File: config.mk
export PLATFORM = sky130hd
export DESIGN_NAME = riscv_multi_mainfsm_flat
export DESIGN_NICKNAME = d
export VERILOG_FILES = /design/src/rtl/riscv_multi_pkg.sv /design/src/rtl/riscv_multi_mainfsm_if.sv /design/src/rtl/mainfsm_waitcnt.sv /design/src/rtl/riscv_multi_mainfsm.sv /design/src/flat_wrapper.sv
export SDC_FILE = /design/constraint.sdc
export NUM_CORES = 1
export LEC_CHECK = 0
export CAP_MARGIN = 20
export CORE_MARGIN = 3
export CORE_UTILIZATION = 35
export CTS_CLUSTER_DIAMETER = 60
export DETAILED_ROUTE_END_ITERATION = 10
export GPL_TIMING_DRIVEN = 0
export SYNTH_ARGS = -nofsm -noshare
export SYNTH_HDL_FRONTEND = slang
export SYNTH_SLANG_ARGS = --single-unit
File: constraint.sdc
create_clock -name clk -period 2.1 [get_ports clk]
set_input_delay 0.21 -clock clk [delete_from_list [all_inputs] [get_ports clk]]
set_output_delay 0.21 -clock clk [all_outputs]
set_load 0.01 [all_outputs]
File: src/rtl/riscv_multi_pkg.sv
// Shared encodings for the multi-cycle RV32I controller: FSM states, opcodes,
// datapath mux-select codes and the packed control word the main FSM produces.
package riscv_multi_pkg;

   typedef logic [3:0] state_t;

   localparam state_t S_FETCH    = 4'd0;
   localparam state_t S_DECODE   = 4'd1;
   localparam state_t S_MEMADR   = 4'd2;
   localparam state_t S_MEMREAD  = 4'd3;
   localparam state_t S_MEMWB    = 4'd4;
   localparam state_t S_MEMWRITE = 4'd5;
   localparam state_t S_EXECR    = 4'd6;
   localparam state_t S_EXECI    = 4'd7;
   localparam state_t S_ALUWB    = 4'd8;
   localparam state_t S_BEQ      = 4'd9;
   localparam state_t S_JAL      = 4'd10;
   localparam state_t S_HALT     = 4'd11;
   localparam state_t S_FAULT    = 4'd12;

   localparam logic [6:0] OP_LOAD   = 7'b0000011;
   localparam logic [6:0] OP_STORE  = 7'b0100011;
   localparam logic [6:0] OP_RTYPE  = 7'b0110011;
   localparam logic [6:0] OP_ITYPE  = 7'b0010011;
   localparam logic [6:0] OP_BRANCH = 7'b1100011;
   localparam logic [6:0] OP_JAL    = 7'b1101111;

   localparam logic [1:0] SRCA_PC    = 2'b00;
   localparam logic [1:0] SRCA_OLDPC = 2'b01;
   localparam logic [1:0] SRCA_REG   = 2'b10;

   localparam logic [1:0] SRCB_REG  = 2'b00;
   localparam logic [1:0] SRCB_IMM  = 2'b01;
   localparam logic [1:0] SRCB_FOUR = 2'b10;

   localparam logic [1:0] RES_ALUOUT    = 2'b00;
   localparam logic [1:0] RES_DATA      = 2'b01;
   localparam logic [1:0] RES_ALURESULT = 2'b10;

   localparam logic [1:0] ALUOP_ADD   = 2'b00;
   localparam logic [1:0] ALUOP_SUB   = 2'b01;
   localparam logic [1:0] ALUOP_FUNCT = 2'b10;

   localparam logic [1:0] IMM_I = 2'b00;
   localparam logic [1:0] IMM_S = 2'b01;
   localparam logic [1:0] IMM_B = 2'b10;
   localparam logic [1:0] IMM_J = 2'b11;

   typedef struct packed {
      logic       mem_req;
      logic       mem_write;
      logic       adr_src;
      logic       ir_write;
      logic       pc_write;
      logic       reg_write;
      logic [1:0] alu_src_a;
      logic [1:0] alu_src_b;
      logic [1:0] result_src;
      logic [1:0] alu_op;
      logic [1:0] imm_src;
      logic       halted;
      logic       fault;
   } ctrl_t;

endpackage

File: src/rtl/riscv_multi_mainfsm_if.sv
// Memory request/ready handshake between the main FSM (master) and memory (slave).
interface riscv_multi_mainfsm_if;
   logic mem_req;
   logic MemWrite;
   logic mem_ready;

   modport master (output mem_req, output MemWrite, input mem_ready);
   modport slave  (input mem_req, input MemWrite, output mem_ready);
endinterface

File: src/rtl/mainfsm_waitcnt.sv
// Per-access wait counter with timeout compare.
// Latency: timeout is combinational on the current count and ready.
// Backpressure: counts cycles of req without ready; ready at the limit still completes.
module mainfsm_waitcnt #(
   parameter int WAIT_W  = 8,
   parameter int TIMEOUT = 255
) (
   input  logic clk,
   input  logic reset,
   input  logic req,
   input  logic ready,
   output logic timeout
);

   localparam logic [WAIT_W-1:0] LIMIT = WAIT_W'(TIMEOUT);

   logic [WAIT_W-1:0] cnt;

   // Any cycle that is not a stalled request restarts the count, so every
   // request state is entered with a cleared counter.
   always_ff @(posedge clk or negedge reset) begin
      if (!reset)
         cnt <= '0;
      else if (req && !ready)
         cnt <= cnt + WAIT_W'(1);
      else
         cnt <= '0;
   end

   assign timeout = req && !ready && (cnt == LIMIT);

endmodule

File: src/rtl/riscv_multi_mainfsm.sv
// Main control FSM of the multi-cycle RV32I core with wait states, debug halt and sticky fault.
// Latency: zero-wait load 5, store/R/I/jal 4, beq 3 cycles; each memory wait adds 1.
// Backpressure: mem_req held until mem_ready; TIMEOUT stalled cycles send the FSM to FAULT.
module riscv_multi_mainfsm
   import riscv_multi_pkg::*;
#(
   parameter int TIMEOUT = 255,
   parameter int WAIT_W  = 8
) (
   input  logic                         clk,
   input  logic                         reset,
   riscv_multi_mainfsm_if.master        mem,
   input  logic [6:0]                   op,
   input  logic                         Zero,
   input  logic                         halt_req,
   output logic                         AdrSrc,
   output logic                         IRWrite,
   output logic                         PCWrite,
   output logic                         RegWrite,
   output logic [1:0]                   ALUSrcA,
   output logic [1:0]                   ALUSrcB,
   output logic [1:0]                   ResultSrc,
   output logic [1:0]                   ALUOp,
   output logic [1:0]                   ImmSrc,
   output logic                         halted,
   output logic                         fault
);

   state_t state, state_nxt, fetch_or_halt;
   ctrl_t  c, ctrl;
   logic   req_raw, timeout;

   assign req_raw = (state == S_FETCH) || (state == S_MEMREAD) || (state == S_MEMWRITE);

   mainfsm_waitcnt #(.WAIT_W(WAIT_W), .TIMEOUT(TIMEOUT)) u_waitcnt (
      .clk     (clk),
      .reset   (reset),
      .req     (req_raw),
      .ready   (mem.mem_ready),
      .timeout (timeout)
   );

   // A halt request is honoured only where a new fetch would begin, so an
   // issued memory request is always carried through to completion.
   assign fetch_or_halt = halt_req ? S_HALT : S_FETCH;

   always_comb begin
      state_nxt = state;
      case (state)
         S_FETCH:    if (mem.mem_ready) state_nxt = S_DECODE;
                     else if (timeout)  state_nxt = S_FAULT;
         S_DECODE: begin
            case (op)
               OP_LOAD, OP_STORE: state_nxt = S_MEMADR;
               OP_RTYPE:          state_nxt = S_EXECR;
               OP_ITYPE:          state_nxt = S_EXECI;
               OP_BRANCH:         state_nxt = S_BEQ;
               OP_JAL:            state_nxt = S_JAL;
               default:           state_nxt = S_FAULT;
            endcase
         end
         S_MEMADR:   state_nxt = (op == OP_STORE) ? S_MEMWRITE : S_MEMREAD;
         S_MEMREAD:  if (mem.mem_ready) state_nxt = S_MEMWB;
                     else if (timeout)  state_nxt = S_FAULT;
         S_MEMWB:    state_nxt = fetch_or_halt;
         S_MEMWRITE: if (mem.mem_ready) state_nxt = fetch_or_halt;
                     else if (timeout)  state_nxt = S_FAULT;
         S_EXECR,
         S_EXECI:    state_nxt = S_ALUWB;
         S_ALUWB:    state_nxt = fetch_or_halt;
         S_BEQ:      state_nxt = fetch_or_halt;
         S_JAL:      state_nxt = S_ALUWB;
         S_HALT:     if (!halt_req) state_nxt = S_FETCH;
         S_FAULT:    state_nxt = S_FAULT;
         default:    state_nxt = S_FAULT;
      endcase
   end

   always_ff @(posedge clk or negedge reset) begin
      if (!reset)
         state <= S_FETCH;
      else
         state <= state_nxt;
   end

   always_comb begin
      c = '0;
      case (state)
         S_FETCH: begin
            c.mem_req    = 1'b1;
            c.alu_src_a  = SRCA_PC;
            c.alu_src_b  = SRCB_FOUR;
            c.alu_op     = ALUOP_ADD;
            c.result_src = RES_ALURESULT;
            c.ir_write   = mem.mem_ready;
            c.pc_write   = mem.mem_ready;
         end
         S_DECODE: begin
            c.alu_src_a = SRCA_OLDPC;
            c.alu_src_b = SRCB_IMM;
            c.alu_op    = ALUOP_ADD;
         end
         S_MEMADR: begin
            c.alu_src_a = SRCA_REG;
            c.alu_src_b = SRCB_IMM;
            c.imm_src   = (op == OP_STORE) ? IMM_S : IMM_I;
         end
         S_MEMREAD: begin
            c.mem_req = 1'b1;
            c.adr_src = 1'b1;
         end
         S_MEMWB: begin
            c.result_src = RES_DATA;
            c.reg_write  = 1'b1;
         end
         S_MEMWRITE: begin
            c.mem_req   = 1'b1;
            c.mem_write = 1'b1;
            c.adr_src   = 1'b1;
         end
         S_EXECR, S_EXECI: begin
            c.alu_src_a = SRCA_REG;
            c.alu_src_b = (state == S_EXECI) ? SRCB_IMM : SRCB_REG;
            c.alu_op    = ALUOP_FUNCT;
         end
         S_ALUWB: begin
            c.result_src = RES_ALUOUT;
            c.reg_write  = 1'b1;
         end
         S_BEQ: begin
            c.alu_src_a  = SRCA_REG;
            c.alu_src_b  = SRCB_REG;
            c.alu_op     = ALUOP_SUB;
            c.result_src = RES_ALUOUT;
            c.imm_src    = IMM_B;
            c.pc_write   = Zero;
         end
         S_JAL: begin
            c.alu_src_a  = SRCA_OLDPC;
            c.alu_src_b  = SRCB_FOUR;
            c.result_src = RES_ALUOUT;
            c.imm_src    = IMM_J;
            c.pc_write   = 1'b1;
         end
         S_HALT:  c.halted = 1'b1;
         S_FAULT: c.fault  = 1'b1;
         default: ;
      endcase
   end

   // Reset forces every output low at once, including mem_req in FETCH.
   assign ctrl = reset ? c : '0;

   assign mem.mem_req  = ctrl.mem_req;
   assign mem.MemWrite = ctrl.mem_write;
   assign AdrSrc       = ctrl.adr_src;
   assign IRWrite      = ctrl.ir_write;
   assign PCWrite      = ctrl.pc_write;
   assign RegWrite     = ctrl.reg_write;
   assign ALUSrcA      = ctrl.alu_src_a;
   assign ALUSrcB      = ctrl.alu_src_b;
   assign ResultSrc    = ctrl.result_src;
   assign ALUOp        = ctrl.alu_op;
   assign ImmSrc       = ctrl.imm_src;
   assign halted       = ctrl.halted;
   assign fault        = ctrl.fault;

endmodule

File: src/flat_wrapper.sv
// flat-port wrapper written by rule: the top's interface ports become plain ports
module riscv_multi_mainfsm_flat import riscv_multi_pkg::*;
#(
   parameter int TIMEOUT = 255,
   parameter int WAIT_W  = 8
)
  (clk, reset, op, Zero, halt_req, AdrSrc, IRWrite, PCWrite, RegWrite, ALUSrcA, ALUSrcB, ResultSrc, ALUOp, ImmSrc, halted, fault, mem_mem_req, mem_MemWrite, mem_mem_ready);
  riscv_multi_mainfsm_if mem_i ();
  input  logic clk;
  input  logic reset;
  input  logic [6:0] op;
  input  logic Zero;
  input  logic halt_req;
  output logic AdrSrc;
  output logic IRWrite;
  output logic PCWrite;
  output logic RegWrite;
  output logic [1:0] ALUSrcA;
  output logic [1:0] ALUSrcB;
  output logic [1:0] ResultSrc;
  output logic [1:0] ALUOp;
  output logic [1:0] ImmSrc;
  output logic halted;
  output logic fault;
  output wire logic [$bits(mem_i.mem_req)-1:0] mem_mem_req;
  output wire logic [$bits(mem_i.MemWrite)-1:0] mem_MemWrite;
  input wire logic [$bits(mem_i.mem_ready)-1:0] mem_mem_ready;
  assign mem_mem_req = mem_i.mem_req;
  assign mem_MemWrite = mem_i.MemWrite;
  assign mem_i.mem_ready = mem_mem_ready;
  riscv_multi_mainfsm #(.TIMEOUT(TIMEOUT), .WAIT_W(WAIT_W)) u_core (.clk(clk), .reset(reset), .mem(mem_i), .op(op), .Zero(Zero), .halt_req(halt_req), .AdrSrc(AdrSrc), .IRWrite(IRWrite), .PCWrite(PCWrite), .RegWrite(RegWrite), .ALUSrcA(ALUSrcA), .ALUSrcB(ALUSrcB), .ResultSrc(ResultSrc), .ALUOp(ALUOp), .ImmSrc(ImmSrc), .halted(halted), .fault(fault));
endmodule
==> flow_metrics.py, run 1 <==
metrics = {
    "clock_network": {
        "cts-buffers-inserted": 3,
        "ctsRootBufferMaster": "clkbuf_4",
        "cts.reportedPaths.clkPinSlew_ns": 0.07,
        "clock_sinks": 12,
        "clk_latency_ns": 0.27,
        "tritoncts": "built",
        "clk_path_buf_depth": 2,
        "cts-htree-levels": 1,
    },
    "timing": {
        "fin_tns_setup_ns": -0.125,
        "worst_pin_slew_ns": 0.515,
        "setup_repair_after_global_routing_missed_its_margin": "true",
        "final.min_clock_period_ns": 2.23,
        "worst_max_slew_margin_expressed_relative_to_the_limit_pct": 64.8,
        "hold_ws_ns": 0.519,
        "setup_ws_ns": -0.125,
        "fmaxAchievable_ghz": 0.449,
        "setup_viol": 1,
        "hold_viol_final": 0,
        "finalMaxSlewViolations": 0,
        "finClkSkew_ns": 0.00501,
        "post-route-period-util_pct": 106,
    },
    "routing": {
        "drt-initial-drc-count": 69,
        "routed_via_density": 5.35,
        "route.detailed.drc": 0,
        "ant_nets": 0,
        "wl_um": 3150,
        "routedWlPerCell_um": 14.1,
        "num_vias": 1199,
        "drt_pre_antenna_iters": 4,
    },
    "die": {
        "core_region_area_um2": 2880,
        "floorplan.rows": 19,
        "die_x_um": 62.2,
        "initial_util_pct": 38.4,
        "io_pins": 30,
        "dieHeight_um": 62.2,
        "die_area_um2": 3870,
    },
    "final_layout": {
        "multiInputGateArea_um2": 763,
        "area.sequential_um2": 303,
        "syn_to_final_growth_pct": 42.1,
        "fillers": 263,
        "finalNetCount": 197,
        "post_route_cells_drive_above_1_share_pct": 22.5,
        "antenna_cells": 0,
        "fin_cells": 224,
    },
    "placed_design": {
        "placement.setup.worst_slack_ns": -0.489,
        "dp_hpwl_um": 2220,
        "buffer_ports.inserted": 29,
        "gp_congestion": 0.872,
        "dp_cells": 215,
    },
    "hold_path": {
        "timing.hold.worst_path_depth": 1,
        "timing.hold.worst.start": "u_core.u_waitcnt.cnt[0]",
        "hold-path-endpoint": "u_core.u_waitcnt.cnt[0]",
        "hp-class": "flop to flop",
    },
    "setup_path": {
        "reg2reg_slack_ns": 0.21,
        "worstRegToRegCells": 7,
        "arrival_time_worst_endpoint_ns": 2.02,
        "worst_setup_path_end_kind": "primary output",
        "largest_fanout_of_any_net_on_the_critical_path": 4,
        "setup.worst_path.class": "flop to primary output",
        "crit-reg2reg-launch": "u_core.state[0]",
        "timing.critical_path.required_ns": 1.89,
        "timing.critical_path.from_type": "flop",
        "r2r_end": "u_core.state[2]",
    },
    "global_routing": {
        "track_usage_pct": 16.3,
        "wire_length_of_the_first_global_routing_pass_um": 5240,
        "grt_antenna_before_repair": 0,
        "grt.overflow.total": 0,
        "grt_start_max_net_pins": 13,
        "first_global_vias": 1096,
    },
    "yosys": {
        "synth-seq-cells": 12,
        "dominantRegCellSynth": "dfrtp_1",
        "synth_top_area_share_pct": 27.2,
        "syn_area_um2": 1100,
        "yosys_warnings": 0,
        "asyncSetResetFlopFracSynth_pct": 100,
        "synth_enable_flop_cells": 0,
        "ys_seq_area_share_pct": 27.2,
        "synthesis.instances": 144,
        "syn_area_per_cell_um2": 7.67,
        "yosysTopAreaCell": "dfrtp_1",
        "synth.net_count": 157,
        "yosysUniqueCellTypes": 47,
        "ys_top_cells_by_area": "dfrtp_1, nor2_1, xor2_1, nor2b_1, nand3_1",
    },
    "run_status": {
        "failed_checks": "negative setup slack",
        "run_status": "complete, but fails checks",
    },
    "pwr": {
        "max-vdd-ir-drop_uv": 262,
        "power.leakage_nw": 0.709,
        "power.density_nw_per_um2": 266,
    },
    "run": {
        "max_cap_violations": 0,
    },
}
## cell type report
class | count | area share, %
multi-input combinational | 117 | 48.6
inverter | 5 | 1.20
buffer | 7 | 3.90
timing repair buffer | 38 | 22.2
tap | 42 | 3.35
clock buffer | 3 | 1.43
sequential | 12 | 19.3
## metal layers
metal	vias up	GRT usage, %	share of wire (%)
met2	36	26.3	48
li1	596	-	-
met1	565	22.0	46
met5	-	0	0
met3	2	4.86	5.6
met4	0	2.49	0.38
## worst max-delay path: stages, from the launching register on
cell and delay [ns]:
dfrtp_1 0.37, buf_6 0.12, or4b_4 0.55, or4_4 0.45, a21boi_2 0.13, buf_2 0.14
## cells in the final DEF (no fill, tap or decap), types with 3 or more instances in the layout
master,netlist,routed
dfrtp_1,12,10
nor3_1,7,6
o21ai_0,4,4
buf_2,5,5
nor2b_2,0,3
nand2_1,10,10
a21oi_1,6,4
inv_1,5,3
nand3_1,8,8
nand2b_1,4,3
clkbuf_4,0,4
buf_4,0,8
dlygate4sd2_1,0,6
nor2_1,21,21
nor2b_1,7,4
dlymetal6s2s_1,0,5
xor2_1,8,8
clkdlybuf4s50_1,0,14
## where the power goes
| group | switching [mW] | internal (mW) |
|---|---|---|
| Combinational | 0.0240 | 0.0283 |
| Sequential | 0 | 0.231 |
| Clock | 0.0688 | 0.0663 |
## logic make-up (layout without fill, tap and decap cells)
kind of cell,Yosys count,after routing,synth area share [%]
XOR/XNOR,10,10,7.93
adder cells (fa/ha/maj),1,1,1.13
AO/OA/AOI/OAI,33,33,21.9
flip-flops,12,12,27.2
buffers and inverters,15,53,6.34
AND/OR/NAND/NOR,73,73,35.6
## worst max path at each step
stage / endpoint / startpoint
4_1_cts: ImmSrc[0] / u_core.state[2]
2_1_floorplan: ImmSrc[0] / u_core.state[0]
6_report: ImmSrc[0] / u_core.state[0]
5_1_grt: ImmSrc[0] / u_core.state[0]
3_3_place_gp: IRWrite / reset
3_5_place_dp: IRWrite / reset
## registers in the layout, indices dropped and copies added, names as in the netlist
signal	count
u_core.u_waitcnt.cnt	8
u_core.state	4
## cells in the mapped netlist (4+ instances only)
cell / count
inv_1: 5
nor2_1: 21
nand2_1: 10
clkbuf_1: 4
nor2b_1: 7
a21oi_1: 6
nand3_1: 8
nor3_1: 7
buf_2: 5
nand2b_1: 4
dfrtp_1: 12
o21ai_0: 4
xor2_1: 8
## metrics by stage
step / power, mW / utilization [%] / instance area (µm²)
6_report: 0.418 / 54.6 / 1570
5_1_grt: 0.447 / 54.6 / 1570
4_1_cts: 0.426 / 51.6 / 1490
3_5_place_dp: 0.287 / 50.3 / 1450
3_3_place_gp: 0.286 / 50.3 / 1450
2_1_floorplan: 0.251 / - / 1100
## what timing repair did
item / in CTS / in global routing
setup endpoints to repair: 18 / 12
gates resized for setup: 30 / 16
buffers inserted: 0 / 7
hold endpoints to repair: 12 / 0
hold buffers: 1 / 0
pin swaps: 1 / 3
gates cloned: 0 / 1
Note: power is estimated with default switching activity, not from simulation.
==> run 2, diff against run 1 <==
CTS_CLUSTER_DIAMETER = not set   (was 60)
==> results of run 2 <==
No change in the layout: final DEF, timing and power equal those of run 1.
==> run 3, diff against run 2 <==
CTS_CLUSTER_SIZE = 40   (was not set)
==> results of run 3 <==
No change in the layout: final DEF, timing and power equal those of run 1.
